==> config.mk <==
export PLATFORM = sky130hd
export DESIGN_NAME = gpio_trigger_sequencer
export DESIGN_NICKNAME = d
export VERILOG_FILES = /design/src/rtl/gpio_trig_pkg.sv /design/src/rtl/gpio_trigger_sequencer_sync.sv /design/src/rtl/gpio_trigger_sequencer.sv
export SDC_FILE = /design/constraint.sdc
export NUM_CORES = 1
export LEC_CHECK = 0
export BUFFER_PORTS_ARGS = -buffer_cell sky130_fd_sc_hd__buf_2
export CORE_UTILIZATION = 35
export DETAILED_ROUTE_END_ITERATION = 12
export PLACE_DENSITY = 0.49
export SLEW_MARGIN = 30
export SYNTH_ARGS = -nofsm -noshare
export SYNTH_HDL_FRONTEND = slang
export SYNTH_HIERARCHICAL = 1
export SYNTH_SLANG_ARGS = --single-unit
==> constraint.sdc <==
create_clock -name aclk -period 8.45 [get_ports aclk]
set_input_delay 0.4225 -clock aclk [delete_from_list [all_inputs] [get_ports aclk]]
set_output_delay 0.4225 -clock aclk [all_outputs]
set_load 0.01 [all_outputs]
==> src/rtl/gpio_trig_pkg.sv <==
// Shared types, default widths and the zero-means-one clamp used by the
// GPIO trigger sequencer.
package gpio_trig_pkg;

   localparam int DEF_CNTR_WIDTH  = 32;
   localparam int DEF_PULSE_WIDTH = 16;
   localparam int CLAMP_WIDTH     = 32;

   typedef enum logic [2:0] {
      IDLE,
      ARMED,
      DELAY,
      HIGH,
      LOW
   } state_t;

   // A programmed length or count of zero behaves as one.
   function automatic logic [CLAMP_WIDTH-1:0] clamp_min1(input logic [CLAMP_WIDTH-1:0] x);
      return (x == '0) ? CLAMP_WIDTH'(1) : x;
   endfunction

endpackage

==> src/rtl/gpio_trigger_sequencer_sync.sv <==
// Two-flop synchronizer for the raw GPIO trigger pin followed by a
// rising-edge detector; ext_rise is high for exactly one cycle per edge.
module trig_sync_edge (
   input  logic aclk,
   input  logic aresetn,
   input  logic ext_trig,
   output logic ext_rise
);

   logic [1:0] sync_q;
   logic       edge_q;

   always_ff @(posedge aclk or negedge aresetn) begin
      if (!aresetn) begin
         sync_q <= '0;
         edge_q <= 1'b0;
      end else begin
         // NOTE: non-blocking so each stage takes the previous stage's old value.
         sync_q <= {sync_q[0], ext_trig};
         edge_q <= sync_q[1];
      end
   end

   assign ext_rise = sync_q[1] & ~edge_q;

endmodule

==> src/rtl/gpio_trigger_sequencer.sv <==
// Armable trigger sequencer: waits for a soft or external trigger, delays,
// then emits a burst of pulses with programmable width, period and count.
module gpio_trigger_sequencer
   import gpio_trig_pkg::*;
#(
   parameter int CNTR_WIDTH  = DEF_CNTR_WIDTH,
   parameter int PULSE_WIDTH = DEF_PULSE_WIDTH
) (
   input  logic                   aclk,
   input  logic                   aresetn,
   input  logic                   arm,
   input  logic                   disarm,
   input  logic                   soft_trig,
   input  logic                   ext_trig,
   input  logic [CNTR_WIDTH-1:0]  cfg_delay,
   input  logic [PULSE_WIDTH-1:0] cfg_width,
   input  logic [CNTR_WIDTH-1:0]  cfg_period,
   input  logic [PULSE_WIDTH-1:0] cfg_count,
   input  logic                   cfg_rearm,
   output logic                   trig_out,
   output logic                   armed,
   output logic                   busy,
   output logic                   done,
   output logic [PULSE_WIDTH-1:0] pulse_cnt
);

   state_t                 state;
   logic [CNTR_WIDTH-1:0]  cnt;
   logic                   ev_q;
   logic                   ext_rise;

   logic [CNTR_WIDTH-1:0]  sh_delay;
   logic [CNTR_WIDTH-1:0]  sh_low_m1;
   logic [PULSE_WIDTH-1:0] sh_width_m1;
   logic [PULSE_WIDTH-1:0] sh_count;
   logic                   sh_rearm;

   logic [PULSE_WIDTH-1:0] width_eff;
   logic [PULSE_WIDTH-1:0] count_eff;
   logic [CNTR_WIDTH-1:0]  width_ext;
   logic [CNTR_WIDTH-1:0]  low_m1_next;
   logic                   burst_end;
   logic                   latch_cfg;
   logic                   go_high;

   trig_sync_edge u_sync (
      .aclk     (aclk),
      .aresetn  (aresetn),
      .ext_trig (ext_trig),
      .ext_rise (ext_rise)
   );

   assign width_eff = PULSE_WIDTH'(clamp_min1(CLAMP_WIDTH'(cfg_width)));
   assign count_eff = PULSE_WIDTH'(clamp_min1(CLAMP_WIDTH'(cfg_count)));
   assign width_ext = CNTR_WIDTH'(width_eff);

   // Low time is period minus high time, but never shorter than one cycle.
   assign low_m1_next = (cfg_period > width_ext) ? cfg_period - width_ext - CNTR_WIDTH'(1) : '0;

   assign burst_end = (state == HIGH) && (cnt == '0) && (pulse_cnt == sh_count);
   assign latch_cfg = !disarm && (((state == IDLE) && arm) || (burst_end && sh_rearm));
   assign go_high   = !disarm &&
                      (((state == ARMED) && ev_q && (sh_delay == '0)) ||
                       (((state == DELAY) || (state == LOW)) && (cnt == '0)));

   always_ff @(posedge aclk or negedge aresetn) begin
      if (!aresetn) begin
         sh_delay    <= '0;
         sh_low_m1   <= '0;
         sh_width_m1 <= '0;
         sh_count    <= '0;
         sh_rearm    <= 1'b0;
      end else if (latch_cfg) begin
         sh_delay    <= cfg_delay;
         sh_low_m1   <= low_m1_next;
         sh_width_m1 <= width_eff - PULSE_WIDTH'(1);
         sh_count    <= count_eff;
         sh_rearm    <= cfg_rearm;
      end
   end

   always_ff @(posedge aclk or negedge aresetn) begin
      if (!aresetn) begin
         state     <= IDLE;
         cnt       <= '0;
         ev_q      <= 1'b0;
         trig_out  <= 1'b0;
         armed     <= 1'b0;
         busy      <= 1'b0;
         done      <= 1'b0;
         pulse_cnt <= '0;
      end else begin
         // NOTE: assigned first on every edge so done can only ever be a one-cycle pulse.
         done <= 1'b0;
         // Trigger events are registered once and only while armed; nothing queues.
         ev_q <= !disarm && !ev_q && (state == ARMED) && (soft_trig || ext_rise);

         if (disarm) begin
            state    <= IDLE;
            trig_out <= 1'b0;
            armed    <= 1'b0;
            busy     <= 1'b0;
         end else if (go_high) begin
            state     <= HIGH;
            trig_out  <= 1'b1;
            armed     <= 1'b0;
            busy      <= 1'b1;
            cnt       <= CNTR_WIDTH'(sh_width_m1);
            pulse_cnt <= pulse_cnt + PULSE_WIDTH'(1);
         end else begin
            case (state)
               IDLE: begin
                  if (arm) begin
                     state     <= ARMED;
                     armed     <= 1'b1;
                     pulse_cnt <= '0;
                  end
               end
               ARMED: begin
                  if (ev_q) begin
                     state <= DELAY;
                     armed <= 1'b0;
                     busy  <= 1'b1;
                     cnt   <= sh_delay - CNTR_WIDTH'(1);
                  end
               end
               DELAY, LOW: begin
                  cnt <= cnt - CNTR_WIDTH'(1);
               end
               HIGH: begin
                  if (cnt != '0) begin
                     cnt <= cnt - CNTR_WIDTH'(1);
                  end else if (pulse_cnt == sh_count) begin
                     trig_out <= 1'b0;
                     busy     <= 1'b0;
                     done     <= 1'b1;
                     if (sh_rearm) begin
                        state     <= ARMED;
                        armed     <= 1'b1;
                        pulse_cnt <= '0;
                     end else begin
                        state <= IDLE;
                     end
                  end else begin
                     state    <= LOW;
                     trig_out <= 1'b0;
                     cnt      <= sh_low_m1;
                  end
               end
               default: state <= IDLE;
            endcase
         end
      end
   end

endmodule

==> reports/qor.csv, run 1 <==
metric,value,unit
status,finished clean,
post-synth net total,1308,
asr flop ratio synth,100.0,%
Finished Core Util,42.00,%
maximum buffer depth of the clock tree,2,
row count,60,
minimum clock period,4.099,ns
GRT Overall Usage,21.53,%
total congestion overflow,0,
max_cap viols,0,
register area share after synthesis,39.88,%
antenna violations before repair,0,
Worst setup SP type,primary input,
most frequent CP cell,o21ai_0,
max incr delay on CP,0.58,ns
routed vias/inst,5.314,
Fillers,2844,
DRT antenna net count,0,
Static Leak,4.999,nW
Pre-antenna DRT Iters,5,
vias in the first global route,8569,
largest net degree at the start of global routing,93,
most used flip-flop cell after synthesis,dfrtp_1,
IO Pins,123,
CTS resizes,0,
Clock Pin Slew Worst Setup and Hold Paths,0.07,ns
CTS Hold Buffers Added,0,
Core Box Area,27180,um2
Synth Cell Area,9789,um2
nets@finish,1403,
placed instance count,1628,
Port Buffers,122,
crit path kind,primary input to flip-flop,
Total Wirelength,30.19,mm
first-pass GRT wire length,48.22,mm
worst path cell trace,buf_2 -> or4_1 -> nor3_1 -> nor3b_1 -> a41oi_1 -> ha_1 -> fa_1 -> nand3_1 -> a21boi_0 -> o21ai_0 -> a31oi_1 -> nor4b_1 -> xnor2_1 -> o21ai_0,
"top cells by area, synth","dfrtp_1 (40%), nand2_1 (9.3%), xnor2_1 (6.0%), o21ai_0 (5.2%), a21oi_1 (3.1%)",
crit path max-delay cell type,or4_1,
routed len/inst,18.18,um
"Hold Vio Cnt, Final",0,
DR iter-0 viols,707,
initial core utilization,36.02,%
dpl ws,3.860,ns
PnR worst setup slack,4.351,ns
die height,169.2,um
synthesis-to-finish area growth,16.60,%
clock root buffer,clkbuf_16,
share of the synthesized area in the top cell type,39.88,%
hold crit path type,primary input to asynchronous set/reset pin,
post-synth top area cell,dfrtp_1,
antenna diode count,0,
Post-synth EDFFs,0,
fin crit share,48.51,%
H-Tree Depth,4,
Reg area,3904,um2
Mean Syn Cell Area,8.296,um2
Final Instance Count excl. Fillers,1660,
Max VDD drop,142.9,uV
YS warnings,6,
Final setup viols,0,
# DRC,0,
area of the multi-input gates,5567,um2
CTS Buf Count,17,
relative slew slack,41.75,%
Post-CTS Setup Bufs,0,
CP Capture Type,flip-flop,
Critical Path Fanout Max,8,
Clock Skew,0.01248,ns
Die ar.,28640,um2
clk sink count,156,
Unique masters post-synth,73,
CP required,8.76,ns
fmax,244.0,MHz
Pwr Density,248.0,nW/um2
Vias,8822,
CTS tree,built,
RSZ-0062 raised after global routing,no,
die width,169.2,um
max-slew violation total from the final report,0,
RePlAce Congestion,0.8476,
commonest cells in the netlist,"nand2_1 (243), dfrtp_1 (156), o21ai_0 (102)",
layout cells sized above 1,14.44,%
#FFs+latches synth,156,
setup TNS,0,ns
DP HPWL,22.05,mm
worst-margin pin slew,0.8737,ns
Syn Inst Count,1180,
clk_lat worst skew,0.43,ns
"count leader, synth",nand2_1,
CP arrival,4.40,ns
sequential cells by signal, indices dropped and copies added, names as in the netlist:
register	count
cnt	32
u_sync/edge_q	1
state	3
trig_out	1
sh_low_m1	32
sh_rearm	1
ev_q	1
sh_width_m1	16
done	1
pulse_cnt	16
u_sync/sync_q	2
sh_count	16
armed	1
busy	1
sh_delay	32
stage by stage:
step | area (um2) | hold slack [ns] | total power [W]
detailed placement | 10770 | 0.3381 | 0.001981
global placement | 10760 | 0.3353 | 0.001973
global route | 11410 | 0.09679 | 0.003023
CTS | 11410 | 0.09348 | 0.002843
floorplan | 9789 | 0.1269 | 0.001682
finish | 11410 | 0.05997 | 0.002831
layer usage:
layer | track usage [%] | share of wire (%) | up-vias
met5 | 0 | 0 | -
met4 | 6.267 | 1.4 | 0
met3 | 2.682 | 4.2 | 23
met2 | 31.17 | 42 | 205
met1 | 33.09 | 52 | 4188
li1 | - | - | 4406
layout by cell type, fill, tap and decap left out, types with 5 or more instances in the layout:
cell type / count
nor2_1: 71
inv_1: 38
xnor2_1: 67
buf_2: 121
a221oi_1: 13
dfrtp_1: 156
a21oi_1: 59
or4_1: 17
and4_1: 9
or3_1: 29
buf_4: 10
clkbuf_16: 17
o31ai_1: 5
o22ai_1: 11
nor3b_1: 5
nor4_1: 25
bufinv_16: 5
a22oi_1: 8
xor2_1: 30
nor3_1: 37
o211ai_1: 7
a211oi_1: 11
and3_1: 8
a2111oi_0: 5
nand4_1: 20
o21a_1: 5
ha_1: 24
nand2b_1: 6
nand2_1: 243
o21ai_0: 102
a21o_1: 11
nand3_1: 22
logic make-up (layout without fill, tap and decap cells):
logic type | count (synthesis) | in the layout | share of synthesized area, %
DFF | 156 | 156 | 39.88
and+or+nand+nor | 524 | 524 | 25.89
adders and majority gates | 25 | 25 | 3.272
AOI/OAI and AO/OA | 279 | 279 | 17.96
xor gates and xnor gates | 97 | 97 | 8.678
muxes | 5 | 5 | 0.5240
buffers and inverters | 94 | 202 | 3.796
where the power goes:
| part | total (W) | switching (W) | internal [W] |
|---|---|---|---|
| Sequential | 0.00120 | 0.000242 | 0.000961 |
| Combinational | 0.000778 | 0.000463 | 0.000315 |
| Clock | 0.000851 | 0.000317 | 0.000534 |
path summary, 6_finish.rpt:
check                      slack [ns]                    endpoint                       start  cells past startpoint
setup / recovery                 4.35   sh_low_m1[24]$_DFFE_PN0P_                cfg_width[9]                     14
hold / removal                   0.06    sh_delay[19]$_DFFE_PN0P_                     aresetn                      1
setup reg to reg                 4.51   sh_low_m1[31]$_DFFE_PN0P_         cnt[19]$_DFFE_PN0P_                      9
hold reg to reg                  0.35  u_sync/sync_q[1]$_DFF_PN0_  u_sync/sync_q[0]$_DFF_PN0_                      0
max in group asynchronous        7.02          cnt[1]$_DFFE_PN0P_                     aresetn                      2
min in group aclk                0.11  u_sync/sync_q[0]$_DFF_PN0_                    ext_trig                      1
worst max-delay path: cells and delay by family:
kind | cells | cell delay [ns]
AND/OR/NAND/NOR | 5 | 1.85
AO/OA/AOI/OAI | 5 | 1.15
adder cells (fa/ha/maj) | 2 | 0.70
XOR/XNOR | 1 | 0.16
buffers and inverters | 1 | 0.13
final cells by class:
class	instances	share of cell area, %
tap	372	4.078
multi-input combinational	930	48.77
sequential	156	34.20
clock buffer	22	3.979
inverter	38	1.250
timing repair buffer	132	6.084
clock inverter	10	1.644
(Power assumes the default switching activity.)
==> run 2: changes to the inputs <==
clock period = 4.05 ns   (was 8.45 ns; I/O delays follow)
==> run 2 against run 1 <==
  * Clock power increased by 88%
  * Critical path depth decreased by 6
  * Register-to-register slack got worse by 3.9 ns
  * Core utilization increased by 2.1 points
  * Setup slack got worse by 3.7 ns
  * Final cell count increased by 3.7%
  * Sequential share of layout area decreased by 1.6 points
  * First-iteration DRC count increased by 7.8%
  * Non-clock buffer count increased by 63
  * Combinational power increased by 120%
  * Critical endpoint is now cnt[31]$_DFFE_PN0P_
==> reports/qor.csv, run 2 (same netlist as run 1, synthesis figures left out) <==
metric,value,unit,change
Max VDD drop,327.3,uV,was 142.9 uV
Hold WS,0.009045,ns,was 0.05997 ns
Post-CTS Setup Bufs,0,,unchanged
antenna violations before repair,0,,unchanged
design area,11970,um2,was 11410 um2
hold crit path type,primary input to flip-flop,,was primary input to asynchronous set/reset pin
max_cap viols,0,,unchanged
IO Pins,123,,unchanged
Worst Reg-to-Reg Cells,8,,was 9
initial core utilization,36.02,%,unchanged
Port Buffers,122,,unchanged
antenna diode count,0,,unchanged
"delay-heaviest family, CP",simple AND/OR/NAND/NOR gates,,unchanged
minimum clock period,3.396,ns,
CTS resizes,0,,unchanged
Pwr Density,484.5,nW/um2,was 248.0 nW/um2
fin crit share,83.85,%,
nets@finish,1466,,was 1403
Die ar.,28640,um2,unchanged
maximum buffer depth of the clock tree,2,,unchanged
CP Capture Type,flip-flop,,unchanged
biggest regs,"cnt x32, sh_delay x32, sh_low_m1 x32",,unchanged
fmax,294.5,MHz,
worst path cell trace,or4_1 -> or4_1 -> or4_4 -> o32ai_4 -> buf_4 -> nor2_1 -> o311ai_0 -> o211ai_1,,was buf_2 -> or4_1 -> nor3_1 -> nor3b_1 -> a41oi_1 -> ha_1 -> fa_1 -> nand3_1 -> a21boi_0 -> o21ai_0 -> a31oi_1 -> nor4b_1 -> xnor2_1 -> o21ai_0
dpl cell area,10950,um2,was 10770 um2
crit path max-delay cell type,or4_1,,unchanged
die height,169.2,um,unchanged
Worst setup SP type,flip-flop,,was primary input
most frequent CP cell,or4_1,,was o21ai_0
clock root buffer,clkbuf_16,,unchanged
first-pass GRT wire length,49.06,mm,was 48.22 mm
most frequent cells in the layout,"nand2_1 (243), dfrtp_1 (156), buf_2 (121)",,unchanged
Critical Path Fanout Max,13,,was 8
"Hold Vio Cnt, Final",0,,unchanged
capturing point of the worst reg2reg path,cnt[31]$_DFFE_PN0P_,,was sh_low_m1[31]$_DFFE_PN0P_
die width,169.2,um,unchanged
RSZ-0062 raised after global routing,no,,unchanged
Vias,9124,,was 8822
relative slew slack,36.01,%,was 41.75%
Pre-antenna DRT Iters,5,,unchanged
DP HPWL,22.23,mm,was 22.05 mm
CP required,4.34,ns,was 8.76 ns
routed len/inst,17.91,um,was 18.18 um
worst-margin pin slew,0.9563,ns,was 0.8737 ns
Clock Skew,0.01535,ns,was 0.01248 ns
total congestion overflow,0,,unchanged
CTS Hold Buffers Added,45,,was 0
Clock Pin Slew Worst Setup and Hold Paths,0.07,ns,about the same
Final setup viols,0,,unchanged
# DRC,0,,unchanged
vias in the first global route,8858,,was 8569
CTS Buf Count,17,,unchanged
setup TNS,0,ns,unchanged
hold_sp,cfg_count[11],,
DRT antenna net count,0,,unchanged
synthesis-to-finish area growth,22.30,%,was 16.60%
WP buf/inv,1,,unchanged
hold path depth,3,,
largest net degree at the start of global routing,114,,was 93
"most common cell after layout, fill and taps aside",nand2_1,,unchanged
max incr delay on CP,0.66,ns,was 0.58 ns
H-Tree Depth,4,,unchanged
clk sink count,156,,unchanged
RePlAce Congestion,0.8429,,was 0.8476
Total Wirelength,30.84,mm,was 30.19 mm
CTS tree,built,,unchanged
row count,60,,unchanged
GRT Overall Usage,21.94,%,was 21.53%
status,finished clean,,unchanged
crit path kind,flip-flop to flip-flop,,was primary input to flip-flop
hold endpoint,sh_count[11]$_DFFE_PN0P_,,
max-slew violation total from the final report,0,,unchanged
Reg2Reg Setup Slack,0.65,ns,was 4.51 ns
routed vias/inst,5.298,,was 5.314
Tot Pwr,0.005801,W,was 0.002831 W
CP arrival,3.68,ns,was 4.40 ns
Static Leak,5.264,nW,was 4.999 nW
clk_lat worst skew,0.44,ns,was 0.43 ns
Worst R2R Start,cnt[19]$_DFFE_PN0P_,,unchanged
DR iter-0 viols,762,,was 707
layout cells sized above 1,15.04,%,was 14.44%
Core Box Area,27180,um2,unchanged
## run 2: report_power, final
part / internal [W] / leakage (nW) / switching, W / total (W)
combinational: 0.000721 / 3.03 / 0.000976 / 0.00170
sequential: 0.00200 / 1.97 / 0.000505 / 0.00251
clock: 0.000909 / 0.269 / 0.000687 / 0.00160
total: 0.00363 / 5.26 / 0.00217 / 0.00580
## run 2: tightest hold or removal path, cell delays in order
cell and delay (ns):
buf_2 0.09, nand2_1 0.06, nand2_1 0.06
## run 2: metrics by stage
step,worst slack (ns),instances,utilization [%]
after floorplan,0.5244,1180,-
after global placement,0.2828,1646,40.27
after detailed placement,0.2306,1646,40.28
after CTS,0.6524,1722,44.05
after global routing,0.4021,1722,44.06
final,0.6542,1722,44.06
## run 2: worst max path at each step
stage | start | slack (ns) | depth (start not counted) | to
2_1_floorplan | cfg_width[9] | 0.52 | 13 | sh_low_m1[24]$_DFFE_PN0P_
3_3_place_gp | cfg_width[9] | 0.28 | 17 | sh_low_m1[24]$_DFFE_PN0P_
3_5_place_dp | cfg_width[9] | 0.23 | 17 | sh_low_m1[24]$_DFFE_PN0P_
4_1_cts | cnt[19]$_DFFE_PN0P_ | 0.65 | 8 | cnt[31]$_DFFE_PN0P_
5_1_grt | cfg_width[9] | 0.40 | 17 | sh_low_m1[24]$_DFFE_PN0P_
6_report | cnt[19]$_DFFE_PN0P_ | 0.65 | 8 | cnt[31]$_DFFE_PN0P_
## run 2: layer usage
| layer | vias up | wire length (um) | GRT usage (%) |
|---|---|---|---|
| met3 | 27 | 1186 | 3.008 |
| li1 | 4536 | - | - |
| met2 | 247 | 12870 | 32.19 |
| met4 | 0 | 390 | 4.896 |
| met1 | 4314 | 16400 | 33.75 |
| met5 | - | 0 | 0 |
## run 2: cell type report
type,count,area [um2]
clock inverter,13,143.9
multi-input combinational,930,5558
timing repair buffer,195,1330
tap,372,465.4
clock buffer,18,429.2
inverter,38,142.6
fill,2815,15200
sequential,156,3904
==> run 3: changes to the inputs <==
PLACE_DENSITY = 0.51   (was 0.49)
clock period = 2.8 ns   (was 4.05 ns; I/O delays follow)
==> run 3 against run 2 <==
  * The flow now finishes with violations (setup timing)
  * Critical path depth stayed put
  * Global-route usage is 1.6 points higher
  * Setup slack worse by 0.86 ns
  * Critical path type unchanged
  * Largest cell class unchanged
  * Largest power group unchanged
==> reports/qor.csv, run 3 (same netlist as run 1, synthesis figures left out) <==
metric,value,unit,change
layout cells sized above 1,28.87,%,was 15.04%
CP arrival,3.32,ns,was 3.68 ns
CP Capture Type,flip-flop,,unchanged
vias in the first global route,9611,,was 8858
Pwr Density,670.0,nW/um2,was 484.5 nW/um2
CP required,3.12,ns,was 4.34 ns
Psw,0.003347,W,was 0.002168 W
Flop pwr share,37.1,%,was 43.2%
Pre-antenna DRT Iters,7,,was 5
most frequent cells in the layout,"nand2_1 (242), dfrtp_1 (156), buf_4 (152)",,"was nand2_1 (243), dfrtp_1 (156), buf_2 (121)"
clock root buffer,clkbuf_16,,unchanged
Fillers,2637,,was 2815
PnR worst setup slack,-0.2053,ns,was 0.6542 ns
status,"complete, but fails checks",,was finished clean
fmax,332.7,MHz,was 294.5 MHz
hold crit path type,primary input to flip-flop,,unchanged
first-pass GRT wire length,52.47,mm,was 49.06 mm
antenna diode count,0,,unchanged
IO Pins,123,,unchanged
relative slew slack,43.31,%,was 36.01%
Core Box Area,27180,um2,unchanged
CTS tree,built,,unchanged
Port Buffers,122,,unchanged
Clock Pin Slew Worst Setup and Hold Paths,0.07,ns,about the same
crit path max-delay cell type,or4_4,,was or4_1
worst-margin pin slew,0.8474,ns,was 0.9563 ns
Finished Core Util,50.90,%,was 44.06%
worst path cell trace,or4_4 -> or4_4 -> or4_4 -> o32ai_4 -> buf_4 -> nand2_2 -> buf_6 -> o221a_2,,was or4_1 -> or4_1 -> or4_4 -> o32ai_4 -> buf_4 -> nor2_1 -> o311ai_0 -> o211ai_1
routed vias/inst,5.308,,was 5.298
crit path kind,flip-flop to flip-flop,,unchanged
routed len/inst,17.71,um,was 17.91 um
Hold WS,0.01398,ns,was 0.009045 ns
nets@finish,1623,,was 1466
maximum buffer depth of the clock tree,2,,unchanged
Max VDD drop,487.6,uV,was 327.3 uV
H-Tree Depth,4,,unchanged
internal power,0.005920,W,was 0.003634 W
# DRC,0,,unchanged
RePlAce Congestion,0.8803,,was 0.8429
fin crit share,107.3,%,was 83.85%
synthesis-to-finish area growth,41.30,%,was 22.30%
die height,169.2,um,unchanged
"Hold Vio Cnt, Final",0,,unchanged
DR WL met2,15.87,mm,was 12.87 mm
placed instance count,1776,,was 1646
WP buf/inv,2,,was 1
most frequent CP cell,or4_4,,was or4_1
Die ar.,28640,um2,unchanged
Critical Path Fanout Max,10,,was 13
RSZ-0062 raised after global routing,yes,,was no
uppermost layer routed,met4,,unchanged
Worst setup SP type,flip-flop,,unchanged
failing checks,setup timing,,
DRT antenna net count,0,,unchanged
DR iter-0 viols,684,,was 762
Final Instance Count excl. Fillers,1879,,was 1722
die width,169.2,um,unchanged
clk_lat worst skew,0.43,ns,was 0.44 ns
minimum clock period,3.005,ns,was 3.396 ns
wire length on met3,1.199,mm,was 1.186 mm
biggest regs,"cnt x32, sh_delay x32, sh_low_m1 x32",,unchanged
clk sink count,156,,unchanged
GRT Overall Usage,23.56,%,was 21.94%
total congestion overflow,0,,unchanged
row count,60,,unchanged
Clock Skew,0.01067,ns,was 0.01535 ns
max incr delay on CP,0.56,ns,was 0.66 ns
Final setup viols,54,,was 0
CTS Buf Count,17,,unchanged
clock network fraction of design power,25.8,%,was 27.5%
largest net degree at the start of global routing,62,,was 114
antenna violations before repair,0,,unchanged
Static Leak,6.219,nW,was 5.264 nW
Total Wirelength,33.28,mm,was 30.84 mm
"most common cell after layout, fill and taps aside",nand2_1,,unchanged
max_cap viols,0,,unchanged
DP HPWL,25.10,mm,was 22.23 mm
"delay-heaviest family, CP",simple AND/OR/NAND/NOR gates,,unchanged
Vias,9974,,was 9124
M1 WL,15.45,mm,was 16.40 mm
max-slew violation total from the final report,0,,unchanged
switching share of power,36.12,%,was 37.36%
initial core utilization,36.02,%,unchanged
Combinational Power Share,37.1,%,was 29.2%
-- run 3: cell count changes in the layout (fill, tap and decap cells not counted), moves of 14 or more --
cell | previous run | this run
o21ai_0 | 102 | 48
a21oi_1 | 60 | 46
o21ai_1 | 1 | 24
o21ai_2 | 0 | 30
a21oi_2 | 0 | 14
buf_4 | 24 | 152
-- run 3: routing by layer --
| layer | vias to the layer above | GRT usage (%) |
|---|---|---|
| li1 | 4862 | - |
| met1 | 4832 | 31.73 |
| met2 | 239 | 39.02 |
| met3 | 41 | 3.428 |
| met4 | 0 | 7.129 |
| met5 | - | 0 |
-- run 3: area by class of cell --
cell class / count / area, um2 / area share (%)
clock buffer: 21 / 450.4 / 3.256
clock inverter: 10 / 141.4 / 1.022
inverter: 38 / 142.6 / 1.031
multi-input combinational: 932 / 6070 / 43.88
sequential: 156 / 3904 / 28.22
tap: 372 / 465.4 / 3.365
timing repair buffer: 350 / 2659 / 19.22
-- run 3: path summary, 6_finish.rpt --
check / startpoint / endpoint / slack [ns] / depth (start not counted)
hold / removal: cfg_count[0] / sh_count[0]$_DFFE_PN0P_ / 0.01 / 3
max in group asynchronous: aresetn / sh_delay[1]$_DFFE_PN0P_ / 1.76 / 3
setup reg to reg: cnt[10]$_DFFE_PN0P_ / cnt[0]$_DFFE_PN0P_ / -0.21 / 8
min in group asynchronous: aresetn / sh_count[13]$_DFFE_PN0P_ / 0.19 / 2
setup / recovery: cnt[10]$_DFFE_PN0P_ / cnt[0]$_DFFE_PN0P_ / -0.21 / 8
hold reg to reg: u_sync/sync_q[0]$_DFF_PN0_ / u_sync/sync_q[1]$_DFF_PN0_ / 0.35 / 0
-- run 3: metrics by stage --
stage	area [um2]	TNS, ns	worst slack (ns)	total power, W
after floorplan	9967	-5.267	-0.2340	0.005118
after global placement	12120	-12.95	-0.4258	0.006604
after detailed placement	12120	-15.39	-0.4734	0.006627
after CTS	13370	-2.574	-0.1385	0.009139
after global routing	13830	-11.91	-0.2538	0.009858
final	13830	-3.560	-0.2053	0.009267
-- run 3: timing repair --
item | in CTS | in global routing
gates cloned | 2 | 2
buffers inserted | 3 | 14
endpoints found under the setup margin | 53 | 89
resized for setup | 23 | 114
pin swaps | 13 | 48
hold buffers | 51 | 1
hold endpoints to repair | 90 | 1
-- run 3: worst min-delay path: cells and delay by family --
kind | cells | cell delay [ns]
compound gates | 2 | 0.18
buf+inv | 1 | 0.08
-- run 3: power groups by stage --
stage,sequential [W],clock [W],combinational (W)
after floorplan,0.00338,0,0.00174
after global placement,0.00346,0,0.00314
after detailed placement,0.00346,0,0.00316
after CTS,0.00343,0.00243,0.00327
after global routing,0.00352,0.00254,0.00380
final,0.00344,0.00239,0.00344
